[src/rtl/alu_seq_if.sv]
// Requester-side bundle for alu_seq: start/ready/done handshake, operands and result.
interface alu_seq_if #(
    parameter int unsigned WIDTH = 4,
    parameter int unsigned WORDS = 4
);
    localparam int unsigned N = WIDTH * WORDS;

    logic           start;
    logic [2:0]     op;
    logic [N-1:0]   opa;
    logic [N-1:0]   opb;
    logic           ready;
    logic           done;
    logic           err;
    logic [N-1:0]   result;
    logic           cout;

    modport master (
        output start, op, opa, opb,
        input  ready, done, err, result, cout
    );

    modport slave (
        input  start, op, opa, opb,
        output ready, done, err, result, cout
    );
endinterface

[src/rtl/alu_seq.sv]
// Multi-precision sequencer: runs a WIDTH-bit combinational alu slice by slice,
// LSB slice first, chaining the carry through a register.
module alu_seq #(
    parameter int unsigned WIDTH = 4,
    parameter int unsigned WORDS = 4
) (
    input  logic             clk,
    input  logic             reset,
    alu_seq_if.slave         req,
    output logic             x,
    output logic             y,
    output logic             z,
    output logic             w,
    output logic             ci,
    output logic [WIDTH-1:0] a,
    output logic [WIDTH-1:0] b,
    input  logic [WIDTH-1:0] c,
    input  logic [WIDTH-1:0] g
);
    localparam int unsigned N  = WIDTH * WORDS;
    localparam int unsigned KW = $clog2(WORDS);

    localparam logic [1:0] IDLE = 2'd0;
    localparam logic [1:0] RUN  = 2'd1;
    localparam logic [1:0] DONE = 2'd2;

    localparam logic [2:0] OP_ADD = 3'b000;
    localparam logic [2:0] OP_SUB = 3'b001;
    localparam logic [2:0] OP_AND = 3'b010;
    localparam logic [2:0] OP_OR  = 3'b011;
    localparam logic [2:0] OP_XOR = 3'b100;

    logic [1:0]       state, state_n;
    logic [N-1:0]     opa_l, opa_n;
    logic [N-1:0]     opb_l, opb_n;
    logic [2:0]       op_l, op_n;
    logic [KW-1:0]    k, k_n;
    logic             carry, carry_n;
    logic [N-1:0]     result_q, result_n;
    logic             cout_q, cout_n;
    logic             err_q, err_n;
    logic             ready_q, ready_n;
    logic             done_q, done_n;
    logic [3:0]       sel_q, sel_n;
    logic             ci_q, ci_n;
    logic [WIDTH-1:0] a_q, a_n;
    logic [WIDTH-1:0] b_q, b_n;

    // Only the slice carry-out feeds the chain; lower carry bits are intentionally dropped.
    logic [WIDTH-2:0] c_unused;
    assign c_unused = c[WIDTH-2:0];

    function automatic logic [3:0] sel_of(input logic [2:0] o);
        case (o)
            OP_ADD:  sel_of = 4'b0100;
            OP_SUB:  sel_of = 4'b1100;
            OP_AND:  sel_of = 4'b0010;
            OP_OR:   sel_of = 4'b0011;
            OP_XOR:  sel_of = 4'b0000;
            default: sel_of = 4'b0000;
        endcase
    endfunction

    function automatic logic is_arith(input logic [2:0] o);
        is_arith = (o == OP_ADD) || (o == OP_SUB);
    endfunction

    always_ff @(posedge clk) begin
        if (reset) begin
            state    <= IDLE;
            opa_l    <= '0;
            opb_l    <= '0;
            op_l     <= '0;
            k        <= '0;
            carry    <= 1'b0;
            result_q <= '0;
            cout_q   <= 1'b0;
            err_q    <= 1'b0;
            ready_q  <= 1'b1;
            done_q   <= 1'b0;
            sel_q    <= 4'b0000;
            ci_q     <= 1'b0;
            a_q      <= '0;
            b_q      <= '0;
        end else begin
            state    <= state_n;
            opa_l    <= opa_n;
            opb_l    <= opb_n;
            op_l     <= op_n;
            k        <= k_n;
            carry    <= carry_n;
            result_q <= result_n;
            cout_q   <= cout_n;
            err_q    <= err_n;
            ready_q  <= ready_n;
            done_q   <= done_n;
            sel_q    <= sel_n;
            ci_q     <= ci_n;
            a_q      <= a_n;
            b_q      <= b_n;
        end
    end

    // Next state plus the registered alu drive for the slice presented next cycle.
    always_comb begin
        state_n  = state;
        opa_n    = opa_l;
        opb_n    = opb_l;
        op_n     = op_l;
        k_n      = k;
        carry_n  = carry;
        result_n = result_q;
        cout_n   = cout_q;
        err_n    = err_q;
        ready_n  = 1'b0;
        done_n   = 1'b0;
        sel_n    = 4'b0000;
        ci_n     = 1'b0;
        a_n      = '0;
        b_n      = '0;

        case (state)
            IDLE: begin
                if (req.start) begin
                    opa_n   = req.opa;
                    opb_n   = req.opb;
                    op_n    = req.op;
                    err_n   = 1'b0;
                    k_n     = '0;
                    carry_n = (req.op == OP_SUB);
                    if (req.op <= OP_XOR) begin
                        state_n = RUN;
                    end else begin
                        state_n  = DONE;
                        err_n    = 1'b1;
                        result_n = '0;
                        cout_n   = 1'b0;
                    end
                end
            end
            RUN: begin
                result_n[int'(k)*WIDTH +: WIDTH] = g;
                carry_n = c[WIDTH-1];
                if (k == KW'(WORDS - 1)) begin
                    state_n = DONE;
                    k_n     = '0;
                    cout_n  = is_arith(op_l) ? c[WIDTH-1] : 1'b0;
                end else begin
                    k_n = k + KW'(1);
                end
            end
            DONE: begin
                state_n = IDLE;
            end
            default: begin
                state_n = IDLE;
            end
        endcase

        ready_n = (state_n == IDLE);
        done_n  = (state_n == DONE);
        if (state_n == RUN) begin
            a_n   = opa_n[int'(k_n)*WIDTH +: WIDTH];
            b_n   = opb_n[int'(k_n)*WIDTH +: WIDTH];
            sel_n = sel_of(op_n);
            ci_n  = is_arith(op_n) ? carry_n : 1'b0;
        end
    end

    assign req.ready  = ready_q;
    assign req.done   = done_q;
    assign req.err    = err_q;
    assign req.result = result_q;
    assign req.cout   = cout_q;

    assign x  = sel_q[3];
    assign y  = sel_q[2];
    assign z  = sel_q[1];
    assign w  = sel_q[0];
    assign ci = ci_q;
    assign a  = a_q;
    assign b  = b_q;
endmodule

[src/flat_wrapper.sv]
// flat-port wrapper written by rule: the top's interface ports become plain ports
module alu_seq_flat 
#(
    parameter int unsigned WIDTH = 4,
    parameter int unsigned WORDS = 4
)
  (clk, reset, x, y, z, w, ci, a, b, c, g, req_start, req_op, req_opa, req_opb, req_ready, req_done, req_err, req_result, req_cout);
  alu_seq_if #(.WIDTH(WIDTH), .WORDS(WORDS)) req_i ();
  input  logic clk;
  input  logic reset;
  output logic x;
  output logic y;
  output logic z;
  output logic w;
  output logic ci;
  output logic [WIDTH-1:0] a;
  output logic [WIDTH-1:0] b;
  input  logic [WIDTH-1:0] c;
  input  logic [WIDTH-1:0] g;
  input wire logic [$bits(req_i.start)-1:0] req_start;
  input wire logic [$bits(req_i.op)-1:0] req_op;
  input wire logic [$bits(req_i.opa)-1:0] req_opa;
  input wire logic [$bits(req_i.opb)-1:0] req_opb;
  output wire logic [$bits(req_i.ready)-1:0] req_ready;
  output wire logic [$bits(req_i.done)-1:0] req_done;
  output wire logic [$bits(req_i.err)-1:0] req_err;
  output wire logic [$bits(req_i.result)-1:0] req_result;
  output wire logic [$bits(req_i.cout)-1:0] req_cout;
  assign req_i.start = req_start;
  assign req_i.op = req_op;
  assign req_i.opa = req_opa;
  assign req_i.opb = req_opb;
  assign req_ready = req_i.ready;
  assign req_done = req_i.done;
  assign req_err = req_i.err;
  assign req_result = req_i.result;
  assign req_cout = req_i.cout;
  alu_seq #(.WIDTH(WIDTH), .WORDS(WORDS)) u_core (.clk(clk), .reset(reset), .req(req_i), .x(x), .y(y), .z(z), .w(w), .ci(ci), .a(a), .b(b), .c(c), .g(g));
endmodule
[config.mk]
export PLATFORM = sky130hd
export DESIGN_NAME = alu_seq_flat
export DESIGN_NICKNAME = d
export VERILOG_FILES = /design/src/rtl/alu_seq_if.sv /design/src/rtl/alu_seq.sv /design/src/flat_wrapper.sv
export SDC_FILE = /design/constraint.sdc
export NUM_CORES = 1
export LEC_CHECK = 0
export BUFFER_PORTS_ARGS = -buffer_cell sky130_fd_sc_hd__buf_2
export CAP_MARGIN = 30
export CORE_MARGIN = 8
export CORE_UTILIZATION = 56
export DETAILED_ROUTE_END_ITERATION = 8
export PLACE_DENSITY = 0.89
export SLEW_MARGIN = 30
export SYNTH_ARGS = -nofsm -noshare
export SYNTH_HDL_FRONTEND = slang
export SYNTH_SLANG_ARGS = --single-unit
[constraint.sdc]
create_clock -name clk -period 3.8 [get_ports clk]
set_input_delay 0.95 -clock clk [delete_from_list [all_inputs] [get_ports clk]]
set_output_delay 0.95 -clock clk [all_outputs]
set_load 0.005 [all_outputs]
==> qor.log, run 1 <==
qor: global_route.maximum_number_of_pins_on_one_net_before_global_route_repair 42
qor: power.total_power 1.61 mW
qor: floorplanning.dieHeight 89.5 um
qor: finish.area_growth_syn_to_layout 18.1%
qor: yosys.post-synth-top-count-cell sky130_fd_sc_hd__nand2_1
qor: yosys.dominantRegCellSynth sky130_fd_sc_hd__dfxtp_1
qor: clock_tree.maximum_buffer_depth_of_the_clock_tree 2
qor: placement.dp_cells 474
qor: placement.port_buffer_count 75
qor: worst_setup_path.worst_ep_required_time 4.02 ns
qor: clock_tree.postCtsResizedCells 0
qor: drt.route.detailed.wl_per_inst 14.9 um
qor: clock_tree.ctsRootBufferMaster sky130_fd_sc_hd__clkbuf_8
qor: sta.setup_slack 1.23 ns
qor: drt.drc 0
qor: yosys.ys.warnings.count 0
qor: yosys.postSynth.asyncResetShare 0%
qor: drt.drt_iter0_drc 148
qor: drt.vias_post_dr 2,681
qor: worst_setup_path.end_kind flip-flop
qor: finish.final_net_count 465
qor: placement.detailedPlace.worstSlack 1.13 ns
qor: yosys.synth_commonest_cells sky130_fd_sc_hd__nand2_1, sky130_fd_sc_hd__dfxtp_1, sky130_fd_sc_hd__a21oi_1, sky130_fd_sc_hd__nor2_1, sky130_fd_sc_hd__o21ai_0
qor: sta.finalSetupViolCount 0
qor: yosys.mappedNetlistNets 398
qor: yosys.syn-mean-instance-area 8.68 um2
qor: global_route.grt-ovfl-total 0
qor: sta.fin_tns_setup 0 ns
qor: global_route.number_of_antenna_violations_at_the_first_check_in_global_routing 0
qor: drt.detail_route.wirelength 7.25 mm
qor: clock_tree.clkSlewWorstSetupHoldPaths 0.07 ns
qor: sta.max-slew-margin-rel 42.7%
qor: drt.dr.pass1.iters 4
qor: finish.layout_utilization 69.0%
qor: floorplanning.core_footprint 5170 um2
qor: clock_tree.cts_hold_buffers 0
qor: run_status.outcome completed
qor: sta.worst_clock_skew 0.00716 ns
qor: power.power.ir.vdd_worst 0.413 mV
qor: clock_tree.cts_setup_buffers 0
qor: floorplanning.fp.dieArea 8000 um2
qor: clock_tree.tritoncts.num_buffers 9
qor: clock_tree.tritoncts yes
qor: yosys.synthDominantCellAreaShare 48.4%
qor: global_route.first_pass_grt_wire_length 11.5 mm
qor: floorplanning.effective_utilization_at_floorplan 58.4%
qor: sta.timing.final.crit_share 67.7%
qor: global_route.first_global_vias 2,533
qor: yosys.synth_seq_cells 73
qor: yosys.ys_types 49
qor: worst_setup_path.critical_path.startpoint_type flip-flop
qor: floorplanning.dieWidth 89.5 um
qor: placement.gp_congestion 0.833
qor: sta.maxClockFrequency 389 MHz
qor: power.powerDensity 451 nW/um2
qor: placement.dp_hpwl 5.11 mm
qor: floorplanning.num_rows 26
qor: sta.grt_setup_unrepaired no
qor: finish.stdcell_count 488
qor: sta.fin_crit 2.57 ns
qor: global_route.grt_use_total 19.0%
qor: yosys.synth.cell_area 3020 um2
qor: worst_setup_path.timing.critical_path.arrival 2.79 ns
qor: flow_run.maxCapViolCount 0
qor: drt.route.antenna.remaining_nets 0
qor: yosys.yosys-top-cells-area sky130_fd_sc_hd__dfxtp_1, sky130_fd_sc_hd__nand2_1, sky130_fd_sc_hd__a21oi_1
qor: yosys.postSynthCellCount 348
qor: finish.antennaDiodeCount 0
qor: sta.worst_slew_pin_slew 0.854 ns
qor: worst_hold_path.holdCritPathClass reg2reg
qor: yosys.synth_enable_flop_cells 0
qor: worst_setup_path.timing.setup.critical_path_class reg2reg
qor: floorplanning.top_level_ports 79
qor: clock_tree.clkLatencyLatePin 0.35 ns
qor: sta.final-hold-violation-count 0
qor: clock_tree.cts.sinks 73
qor: yosys.synth_area_leader_cell sky130_fd_sc_hd__dfxtp_1
qor: yosys.seq_area_frac_synth 48.4%
qor: drt.vias_per_cell 5.49
qor: worst_setup_path.cp_max_fo 17
qor: power.leakagePower 1.50 nW
qor: sta.final-max-slew-violation-count 0
qor: clock_tree.ctsHtreeMaxLevel 3
qor: finish.drive_gt1_share 23.2%
layer usage:
| metal | global-route usage (%) | vias to the layer above | share of wire [%] | wire length (um) |
|---|---|---|---|---|
| met3 | 7.17 | 7 | 8.9 | 645 |
| met1 | 22.3 | 1217 | 42 | 3060 |
| met5 | 0 | - | 0 | 0 |
| met2 | 31.5 | 111 | 48 | 3460 |
| li1 | - | 1346 | - | - |
| met4 | 4.98 | 0 | 1.0 | 76 |
worst paths after layout:
path / end / slack [ns] / cells after the start / startpoint
setup reg to reg: u_core.a[3]$_SDFF_PP0_ / 1.23 / 5 / u_core.k[0]$_SDFF_PP0_
hold / removal: u_core.opa_l[1]$_SDFF_PP0_ / 0.45 / 2 / u_core.opa_l[1]$_SDFF_PP0_
hold reg to reg: u_core.opa_l[1]$_SDFF_PP0_ / 0.45 / 2 / u_core.opa_l[1]$_SDFF_PP0_
setup / recovery: u_core.a[3]$_SDFF_PP0_ / 1.23 / 5 / u_core.k[0]$_SDFF_PP0_
worst max-delay path, cell delays in order, from the launching register on:
cell	delay [ns]
sky130_fd_sc_hd__dfxtp_1	0.40
sky130_fd_sc_hd__ha_1	0.34
sky130_fd_sc_hd__nor4b_4	0.48
sky130_fd_sc_hd__a21o_1	0.57
sky130_fd_sc_hd__mux2i_1	0.21
sky130_fd_sc_hd__a2111oi_1	0.44
cell families after synthesis:
family | Yosys count | share of synthesized area, %
simple gates | 132 | 20.7
compound gates | 100 | 21.0
flops | 73 | 48.4
buf+inv | 29 | 5.01
mux | 10 | 3.31
fa+ha+maj | 4 | 1.66
layout by cell type, fill, tap and decap left out, types with 2 or more instances in the layout:
cell                        instances
sky130_fd_sc_hd__or3_1              2
sky130_fd_sc_hd__a22oi_1            3
sky130_fd_sc_hd__o211ai_1           2
sky130_fd_sc_hd__clkbuf_8          10
sky130_fd_sc_hd__o21ai_0           14
sky130_fd_sc_hd__nand4_1            2
sky130_fd_sc_hd__clkinv_2           3
sky130_fd_sc_hd__mux2i_1           10
sky130_fd_sc_hd__and2_1             4
sky130_fd_sc_hd__buf_2             75
sky130_fd_sc_hd__a221oi_1           7
sky130_fd_sc_hd__buf_4              3
sky130_fd_sc_hd__nand3_1            2
sky130_fd_sc_hd__nand2_1           83
sky130_fd_sc_hd__a2111oi_1          6
sky130_fd_sc_hd__and2b_1            7
sky130_fd_sc_hd__a21oi_1           51
sky130_fd_sc_hd__dfxtp_1           73
sky130_fd_sc_hd__nor2_1            14
sky130_fd_sc_hd__nor2b_1            2
sky130_fd_sc_hd__nor4b_1            4
sky130_fd_sc_hd__ha_1               4
sky130_fd_sc_hd__inv_1              7
sky130_fd_sc_hd__a22o_1             4
sky130_fd_sc_hd__nor3_1             3
registers in the layout (all words and copies together) (netlist names), 2 cells and up:
signal and flops:
u_core.opa_l 16, u_core.opb_l 16, u_core.req.result 16, u_core.a 4, u_core.b 4, u_core.sel_q 4
u_core.op_l 3, u_core.k 2, u_core.state 2
stage by stage:
| step | hold WS, ns | area, um2 |
|---|---|---|
| after global placement | 0.438 | 3390 |
| final | 0.452 | 3570 |
| after global routing | 0.480 | 3570 |
| after detailed placement | 0.443 | 3390 |
| after floorplan | 0.433 | 3020 |
| after CTS | 0.453 | 3570 |
layout make-up:
type	instances	area [um2]
inverters	7	26.3
fillers	442	1600
repair buffers	78	398
clock inverters	4	45.0
flip-flops and latches	73	1460
clock buffers	10	138
well taps	70	87.6
multi-input cells	246	1410
power breakdown:
part	internal (mW)	switching, mW
combinational	0.0852	0.120
sequential	0.805	0.0257
clock	0.310	0.265
No activity file was read; power rests on OpenSTA's default activity.
==> inputs of run 2 (changes only) <==
--- a/config.mk
+++ b/config.mk
@@ -8,9 +8,9 @@
 export BUFFER_PORTS_ARGS = -buffer_cell sky130_fd_sc_hd__buf_2
 export CAP_MARGIN = 30
 export CORE_MARGIN = 8
-export CORE_UTILIZATION = 56
+export CORE_UTILIZATION = 52
 export DETAILED_ROUTE_END_ITERATION = 8
-export PLACE_DENSITY = 0.89
+export PLACE_DENSITY = 0.84
 export SLEW_MARGIN = 30
 export SYNTH_ARGS = -nofsm -noshare
 export SYNTH_HDL_FRONTEND = slang
==> constraint.sdc (replaced) <==
create_clock -name clk -period 2.4 [get_ports clk]
set_input_delay 0.6 -clock clk [delete_from_list [all_inputs] [get_ports clk]]
set_output_delay 0.6 -clock clk [all_outputs]
set_load 0.005 [all_outputs]
==> run 2 against run 1 <==
Clock-buffer cell count did not move. Worst hold slack better by 0.0032 ns. Setup slack lost 1.0 ns. Routed wire length rose by 4.9%. Non-clock buffer count increased by 10. Critical endpoint is now u_core.b[3]$_SDFF_PP0_.
==> qor.log, run 2 (synthesis gave the netlist of run 1 again) <==
qor: worst_setup_path.cp_max_fo 8 [was 17]
qor: global_route.grt-ovfl-total 0 [unchanged]
qor: worst_setup_path.worst_ep_required_time 2.62 ns [was 4.02 ns]
qor: sta.finalSetupViolCount 0 [unchanged]
qor: sta.fin_crit 2.19 ns [was 2.57 ns]
qor: global_route.grt_use_total 18.6% [was 19.0%]
qor: sta.timing.final.crit_share 91.4% [was 67.7%]
qor: finish.layout.filler_cells 484 [was 442]
qor: worst_setup_path.timing.critical_path.buf_inv 1 [was 0]
qor: drt.drt_iter0_drc 162 [was 148]
qor: worst_setup_path.critical_path.reg2reg.startpoint u_core.k[0]$_SDFF_PP0_ [unchanged]
qor: worst_setup_path.critical_path.max_stage_delay 0.52 ns [was 0.57 ns]
qor: worst_setup_path.end_kind flip-flop [unchanged]
qor: finish.multi_input_comb_area 1410 um2 [unchanged]
qor: global_route.grt_most_used_layer met2 [unchanged]
qor: power.leakagePower 1.59 nW [was 1.50 nW]
qor: drt.route.antenna.remaining_nets 0 [unchanged]
qor: clock_tree.tritoncts.num_buffers 9 [unchanged]
qor: clock_tree.ctsRootBufferMaster sky130_fd_sc_hd__clkbuf_8 [unchanged]
qor: drt.vias_post_dr 2,782 [was 2,681]
qor: sta.final-hold-violation-count 0 [unchanged]
qor: worst_setup_path.timing.critical_path.arrival 2.42 ns [was 2.79 ns]
qor: placement.dp_hpwl 5.30 mm [was 5.11 mm]
qor: floorplanning.dieHeight 92.2 um [was 89.5 um]
qor: floorplanning.num_rows 27 [was 26]
qor: finish.antennaDiodeCount 0 [unchanged]
qor: sta.grt_setup_unrepaired no [unchanged]
qor: sta.worst_clock_skew 0.00946 ns [was 0.00716 ns]
qor: clock_tree.tritoncts yes [unchanged]
qor: global_route.first_global_vias 2,811 [was 2,533]
qor: placement.gp_congestion 0.823 [was 0.833]
qor: finish.drive_gt1_share 24.9% [was 23.2%]
qor: worst_setup_path.worstPathCellList inv_1 > ha_1 > nand3b_1 > o21ai_1 > a2111oi_0 > a211oi_1 [was ha_1 > nor4b_4 > a21o_1 > mux2i_1 > a2111oi_1]
qor: worst_hold_path.holdPathStages 2 [unchanged]
qor: placement.dpl-instance-area 3470 um2 [was 3390 um2]
qor: floorplanning.core_footprint 5570 um2 [was 5170 um2]
qor: sta.worst_slew_pin_slew 0.608 ns [was 0.854 ns]
qor: worst_setup_path.critical_path.startpoint_type flip-flop [unchanged]
qor: sta.fin_tns_setup 0 ns [unchanged]
qor: global_route.number_of_antenna_violations_at_the_first_check_in_global_routing 0 [unchanged]
qor: worst_setup_path.timing.setup.critical_path_class reg2reg [unchanged]
qor: power.powerDensity 779 nW/um2 [was 451 nW/um2]
qor: finish.area_growth_syn_to_layout 23.6% [was 18.1%]
qor: global_route.met2_track_utilization_from_global_routing 30.6% [was 31.5%]
qor: clock_tree.cts_hold_buffers 0 [unchanged]
qor: clock_tree.cts_setup_buffers 0 [unchanged]
qor: floorplanning.dieWidth 92.2 um [was 89.5 um]
qor: finish.finalInstanceArea 3730 um2 [was 3570 um2]
qor: worst_hold_path.timing.hold.worst.start u_core.opb_l[0]$_SDFF_PP0_ [was u_core.opa_l[1]$_SDFF_PP0_]
qor: sta.final-max-slew-violation-count 0 [unchanged]
qor: worst_setup_path.critical-path-slowest-cell sky130_fd_sc_hd__dfxtp_1 [was sky130_fd_sc_hd__a21o_1]
qor: finish.final_cell_mix sky130_fd_sc_hd__nand2_1, sky130_fd_sc_hd__buf_2, sky130_fd_sc_hd__dfxtp_1 [unchanged]
qor: global_route.maximum_number_of_pins_on_one_net_before_global_route_repair 41 [was 42]
qor: clock_tree.cts.sinks 73 [unchanged]
qor: clock_tree.clkLatencyLatePin 0.35 ns [about the same]
qor: sta.max-slew-margin-rel 59.4% [was 42.7%]
qor: worst_setup_path.setup.reg_to_reg.worst_slack 0.21 ns [was 1.23 ns]
qor: drt.route.detailed.wl_per_inst 15.2 um [was 14.9 um]
qor: clock_tree.ctsHtreeMaxLevel 3 [unchanged]
qor: worst_setup_path.worstRegToRegCells 6 [was 5]
qor: global_route.first_pass_grt_wire_length 12.8 mm [was 11.5 mm]
qor: power.power.ir.vdd_worst 0.525 mV [was 0.413 mV]
qor: sta.maxClockFrequency 456 MHz [was 389 MHz]
qor: finish.flip_flop_and_latch_area 1460 um2 [unchanged]
qor: drt.detail_route.wirelength 7.61 mm [was 7.25 mm]
qor: finish.final_net_count 475 [was 465]
qor: floorplanning.fp.dieArea 8510 um2 [was 8000 um2]
qor: drt.vias_per_cell 5.55 [was 5.49]
qor: run_status.outcome completed [unchanged]
qor: clock_tree.clkSlewWorstSetupHoldPaths 0.07 ns [about the same]
qor: worst_hold_path.worst_hold_path.endpoint u_core.opb_l[0]$_SDFF_PP0_ [was u_core.opa_l[1]$_SDFF_PP0_]
qor: floorplanning.effective_utilization_at_floorplan 54.2% [was 58.4%]
qor: worst_setup_path.critical_path.top_delay_family compound AO/OA/AOI/OAI gates [unchanged]
qor: global_route.grt_util_met3 6.19% [was 7.17%]
qor: global_route.grtUsageMet1 21.2% [was 22.3%]
qor: worst_setup_path.reg2reg_to u_core.b[3]$_SDFF_PP0_ [was u_core.a[3]$_SDFF_PP0_]
qor: placement.port_buffer_count 75 [unchanged]
qor: worst_hold_path.holdCritPathClass reg2reg [unchanged]
qor: floorplanning.top_level_ports 79 [unchanged]
qor: flow_run.maxCapViolCount 0 [unchanged]
qor: drt.drc 0 [unchanged]
qor: finish.final_common_cell sky130_fd_sc_hd__nand2_1 [unchanged]
qor: clock_tree.postCtsResizedCells 0 [unchanged]
qor: drt.dr.pass1.iters 4 [unchanged]
qor: clock_tree.maximum_buffer_depth_of_the_clock_tree 2 [unchanged]
run 2: worst min-delay path, cell delays in order, from the launching register on:
cell and delay [ns]:
sky130_fd_sc_hd__dfxtp_1 0.31, sky130_fd_sc_hd__nand2_1 0.05, sky130_fd_sc_hd__a21oi_1 0.05
run 2: worst max-delay path by stage:
stage                                 from                     end  slack [ns]  depth (start not counted)
finish              u_core.k[0]$_SDFF_PP0_  u_core.b[3]$_SDFF_PP0_        0.21                          6
global placement                 req_start  u_core.a[3]$_SDFF_PP0_        0.26                          5
global route        u_core.k[0]$_SDFF_PP0_  u_core.b[3]$_SDFF_PP0_        0.03                          6
floorplan           u_core.k[0]$_SDFF_PP0_  u_core.b[3]$_SDFF_PP0_        0.47                          6
detailed placement  u_core.k[0]$_SDFF_PP0_  u_core.a[3]$_SDFF_PP0_        0.17                          6
CTS                 u_core.k[0]$_SDFF_PP0_  u_core.a[3]$_SDFF_PP0_        0.14                          6
run 2: report_power, final:
part	switching, mW	internal (mW)	total (mW)
Clock	0.451	0.792	1.24
Combinational	0.198	0.152	0.350
Sequential	0.0401	1.27	1.31
run 2: layout make-up:
class | instances | area share [%]
clock buffer | 10 | 3.42
clock inverter | 5 | 3.45
inverter | 7 | 0.704
multi-input combinational | 246 | 37.9
sequential | 73 | 39.1
tap | 72 | 2.41
timing repair buffer | 88 | 13.0
run 2: routing by layer:
metal | wire length [um] | vias to the layer above
met5 | 0 | -
met4 | 130 | 0
met3 | 611 | 12
met2 | 3680 | 115
met1 | 3180 | 1287
li1 | - | 1368
run 2: through the flow:
step	utilization (%)	total power, mW	hold WS [ns]	setup slack (ns)	std cells
2_1_floorplan	-	1.57	0.433	0.469	348
3_3_place_gp	62.2	1.67	0.438	0.264	485
3_5_place_dp	62.2	1.69	0.448	0.175	485
4_1_cts	66.8	2.92	0.457	0.144	500
5_1_grt	67.0	3.03	0.477	0.0313	501
6_report	67.0	2.91	0.455	0.206	501
==> inputs of run 3 (changes only) <==
--- a/config.mk
+++ b/config.mk
@@ -5,10 +5,11 @@
 export SDC_FILE = /design/constraint.sdc
 export NUM_CORES = 1
 export LEC_CHECK = 0
+export ABC_AREA = 1
 export BUFFER_PORTS_ARGS = -buffer_cell sky130_fd_sc_hd__buf_2
 export CAP_MARGIN = 30
 export CORE_MARGIN = 8
-export CORE_UTILIZATION = 52
+export CORE_UTILIZATION = 53
 export DETAILED_ROUTE_END_ITERATION = 8
 export PLACE_DENSITY = 0.84
 export SLEW_MARGIN = 30
==> run 3 against run 2 <==
Sequential cell count stayed put. Clock skew is 0.0033 ns lower. Final cell count is 20% higher. Setup slack better by 0.23 ns. Clock-buffer cell count is 3 higher. Synthesized cell count is 30% higher. Combinational power is 39% higher. Clock power is 11% lower. Area after synthesis is 6.3% higher. Global-route usage is 0.44 points lower. Critical path depth is 1 higher. Critical path type unchanged.
==> qor.log, run 3 <==
qor: run_status.outcome completed [unchanged]
qor: floorplanning.fp.dieArea 8810 um2 [was 8510 um2]
qor: clock_tree.tritoncts yes [unchanged]
qor: yosys.postSynth.asyncResetShare 0% [unchanged]
qor: clock_tree.cts_hold_buffers 0 [unchanged]
qor: floorplanning.dieWidth 93.9 um [was 92.2 um]
qor: yosys.mappedNetlistNets 504 [was 398]
qor: global_route.first_global_vias 2,892 [was 2,811]
qor: drt.drt_iter0_drc 132 [was 162]
qor: yosys.ys.warnings.count 0 [unchanged]
qor: drt.vias_post_dr 3,051 [was 2,782]
qor: sta.grt_setup_unrepaired no [unchanged]
qor: finish.antennaDiodeCount 0 [unchanged]
qor: sta.worst_clock_skew 0.00612 ns [was 0.00946 ns]
qor: sta.final-max-slew-violation-count 0 [unchanged]
qor: power.total_power 2.91 mW [about the same]
qor: placement.detailedPlace.worstSlack 0.478 ns [was 0.175 ns]
qor: drt.drc 0 [unchanged]
qor: drt.detail_route.wirelength 7.70 mm [was 7.61 mm]
qor: global_route.first_pass_grt_wire_length 12.8 mm [about the same]
qor: sta.finalSetupViolCount 0 [unchanged]
qor: floorplanning.effective_utilization_at_floorplan 54.6% [was 54.2%]
qor: clock_tree.ctsHtreeMaxLevel 3 [unchanged]
qor: clock_tree.tritoncts.num_buffers 9 [unchanged]
qor: worst_setup_path.timing.setup.critical_path_class reg2reg [unchanged]
qor: yosys.postSynthCellCount 454 [was 348]
qor: placement.dp_hpwl 5.48 mm [was 5.30 mm]
qor: global_route.grt_use_total 18.1% [was 18.6%]
qor: placement.gp_congestion 0.844 [was 0.823]
qor: sta.setup_slack 0.434 ns [was 0.206 ns]
qor: sta.max-slew-margin-rel 65.1% [was 59.4%]
qor: floorplanning.top_level_ports 79 [unchanged]
qor: worst_setup_path.critical_path.startpoint_type flip-flop [unchanged]
qor: drt.vias_per_cell 5.07 [was 5.55]
qor: floorplanning.core_footprint 5890 um2 [was 5570 um2]
qor: yosys.synth_seq_cells 73 [unchanged]
qor: sta.fin_tns_setup 0 ns [unchanged]
qor: global_route.grt-ovfl-total 0 [unchanged]
qor: worst_hold_path.holdCritPathClass reg2reg [unchanged]
qor: yosys.seq_area_frac_synth 45.5% [was 48.4%]
qor: yosys.synth_area_leader_cell sky130_fd_sc_hd__dfxtp_1 [unchanged]
qor: sta.hold-worst-slack 0.461 ns [was 0.455 ns]
qor: power.powerDensity 758 nW/um2 [was 779 nW/um2]
qor: clock_tree.ctsRootBufferMaster sky130_fd_sc_hd__clkbuf_8 [unchanged]
qor: worst_setup_path.crit_start u_core.k[0]$_SDFF_PP0_ [unchanged]
qor: drt.route.detailed.wl_per_inst 12.8 um [was 15.2 um]
qor: drt.dr.pass1.iters 4 [unchanged]
qor: floorplanning.dieHeight 93.9 um [was 92.2 um]
qor: clock_tree.cts_setup_buffers 0 [unchanged]
qor: sta.maxClockFrequency 509 MHz [was 456 MHz]
qor: worst_hold_path.timing.hold.worst.start u_core.req.result[7]$_SDFFE_PP0P_ [was u_core.opb_l[0]$_SDFF_PP0_]
qor: yosys.synth_commonest_cells sky130_fd_sc_hd__nand2_1, sky130_fd_sc_hd__dfxtp_1, sky130_fd_sc_hd__inv_1, sky130_fd_sc_hd__nor2_1, sky130_fd_sc_hd__nand3_1 [was sky130_fd_sc_hd__nand2_1, sky130_fd_sc_hd__dfxtp_1, sky130_fd_sc_hd__a21oi_1, sky130_fd_sc_hd__nor2_1, sky130_fd_sc_hd__o21ai_0]
qor: sta.timing.final.crit_share 81.9% [was 91.4%]
qor: finish.drive_gt1_share 20.1% [was 24.9%]
qor: power.leakagePower 1.95 nW [was 1.59 nW]
qor: yosys.synthDominantCellAreaShare 45.5% [was 48.4%]
qor: clock_tree.cts.sinks 73 [unchanged]
qor: finish.area_growth_syn_to_layout 19.6% [was 23.6%]
qor: clock_tree.clkLatencyLatePin 0.34 ns [was 0.35 ns]
qor: yosys.yosys-top-cells-area sky130_fd_sc_hd__dfxtp_1, sky130_fd_sc_hd__nand2_1, sky130_fd_sc_hd__inv_1 [was sky130_fd_sc_hd__dfxtp_1, sky130_fd_sc_hd__nand2_1, sky130_fd_sc_hd__a21oi_1]
qor: finish.final_common_cell sky130_fd_sc_hd__nand2_1 [unchanged]
qor: sta.fin_crit 1.97 ns [was 2.19 ns]
qor: global_route.maximum_number_of_pins_on_one_net_before_global_route_repair 37 [was 41]
qor: worst_setup_path.cp_max_fo 11 [was 8]
qor: finish.layout_utilization 65.3% [was 67.0%]
qor: global_route.number_of_antenna_violations_at_the_first_check_in_global_routing 0 [unchanged]
qor: sta.worst_slew_pin_slew 0.524 ns [was 0.608 ns]
qor: worst_setup_path.critical_path.reg2reg.startpoint u_core.k[0]$_SDFF_PP0_ [unchanged]
qor: yosys.synth.cell_area 3210 um2 [was 3020 um2]
qor: finish.final_cell_mix sky130_fd_sc_hd__nand2_1, sky130_fd_sc_hd__buf_2, sky130_fd_sc_hd__dfxtp_1 [unchanged]
qor: power.power.ir.vdd_worst 0.383 mV [was 0.525 mV]
qor: yosys.synth_enable_flop_cells 0 [unchanged]
qor: drt.route.antenna.remaining_nets 0 [unchanged]
qor: clock_tree.maximum_buffer_depth_of_the_clock_tree 2 [unchanged]
qor: clock_tree.postCtsResizedCells 0 [unchanged]
qor: clock_tree.clkSlewWorstSetupHoldPaths 0.07 ns [about the same]
qor: worst_setup_path.end_kind flip-flop [unchanged]
qor: sta.final-hold-violation-count 0 [unchanged]
qor: yosys.dominantRegCellSynth sky130_fd_sc_hd__dfxtp_1 [unchanged]
qor: yosys.ys_types 28 [was 49]
qor: worst_setup_path.timing.critical_path.arrival 2.19 ns [was 2.42 ns]
qor: yosys.post-synth-top-count-cell sky130_fd_sc_hd__nand2_1 [unchanged]
qor: flow_run.maxCapViolCount 0 [unchanged]
qor: finish.final_net_count 573 [was 475]
qor: placement.port_buffer_count 75 [unchanged]
qor: floorplanning.num_rows 28 [was 27]
qor: worst_setup_path.worst_ep_required_time 2.62 ns [about the same]
qor: yosys.syn-mean-instance-area 7.08 um2 [was 8.68 um2]
-- run 3: stage by stage --
| step | cells | cell area, um2 |
|---|---|---|
| after floorplan | 454 | 3210 |
| after global placement | 587 | 3610 |
| after detailed placement | 587 | 3610 |
| after CTS | 602 | 3840 |
| after global routing | 602 | 3840 |
| final | 602 | 3840 |
-- run 3: layer usage --
layer | global-route usage (%) | share of wire [%]
met2 | 29.2 | 46
met4 | 10.4 | 2.7
met5 | 0 | 0
met1 | 21.4 | 45
met3 | 4.64 | 6.5
-- run 3: critical path, stage by stage, from the launching register on --
cell                      delay [ns]
sky130_fd_sc_hd__dfxtp_1        0.55
sky130_fd_sc_hd__inv_1          0.18
sky130_fd_sc_hd__ha_1           0.44
sky130_fd_sc_hd__nand2_1        0.13
sky130_fd_sc_hd__o21ai_4        0.15
sky130_fd_sc_hd__inv_2          0.17
sky130_fd_sc_hd__nand3_1        0.14
sky130_fd_sc_hd__a21oi_1        0.07
-- run 3: final timing paths --
kind	end	slack (ns)	cells after the start
worst max-delay path	u_core.b[1]$_SDFF_PP0_	0.43	7
worst min-delay path	u_core.req.result[7]$_SDFFE_PP0P_	0.46	2
worst max register to register	u_core.b[1]$_SDFF_PP0_	0.43	7
worst min register to register	u_core.req.result[7]$_SDFFE_PP0P_	0.46	2
-- run 3: logic make-up after synthesis --
logic type	Yosys count	share of synthesized area, %
fa+ha+maj	4	1.56
compound gates	40	7.09
flops	73	45.5
buf+inv	80	10.2
simple gates	257	35.6
-- run 3: report_power, final --
group	internal, mW	total, mW	leakage (nW)	switching [mW]
sequential	1.30	1.33	0.599	0.0306
combinational	0.173	0.485	1.23	0.312
clock	0.666	1.10	0.116	0.435
total	2.13	2.91	1.95	0.778
-- run 3: cell type report --
| class | instances | area (um2) |
|---|---|---|
| Fill cell | 548 | 2040 |
| Sequential cell | 73 | 1460 |
| Multi-Input combinational cell | 301 | 1420 |
| Timing Repair Buffer | 78 | 410 |
| Inverter | 60 | 225 |
| Clock buffer | 13 | 169 |
| Tap cell | 75 | 93.8 |
| Clock inverter | 2 | 60.1 |
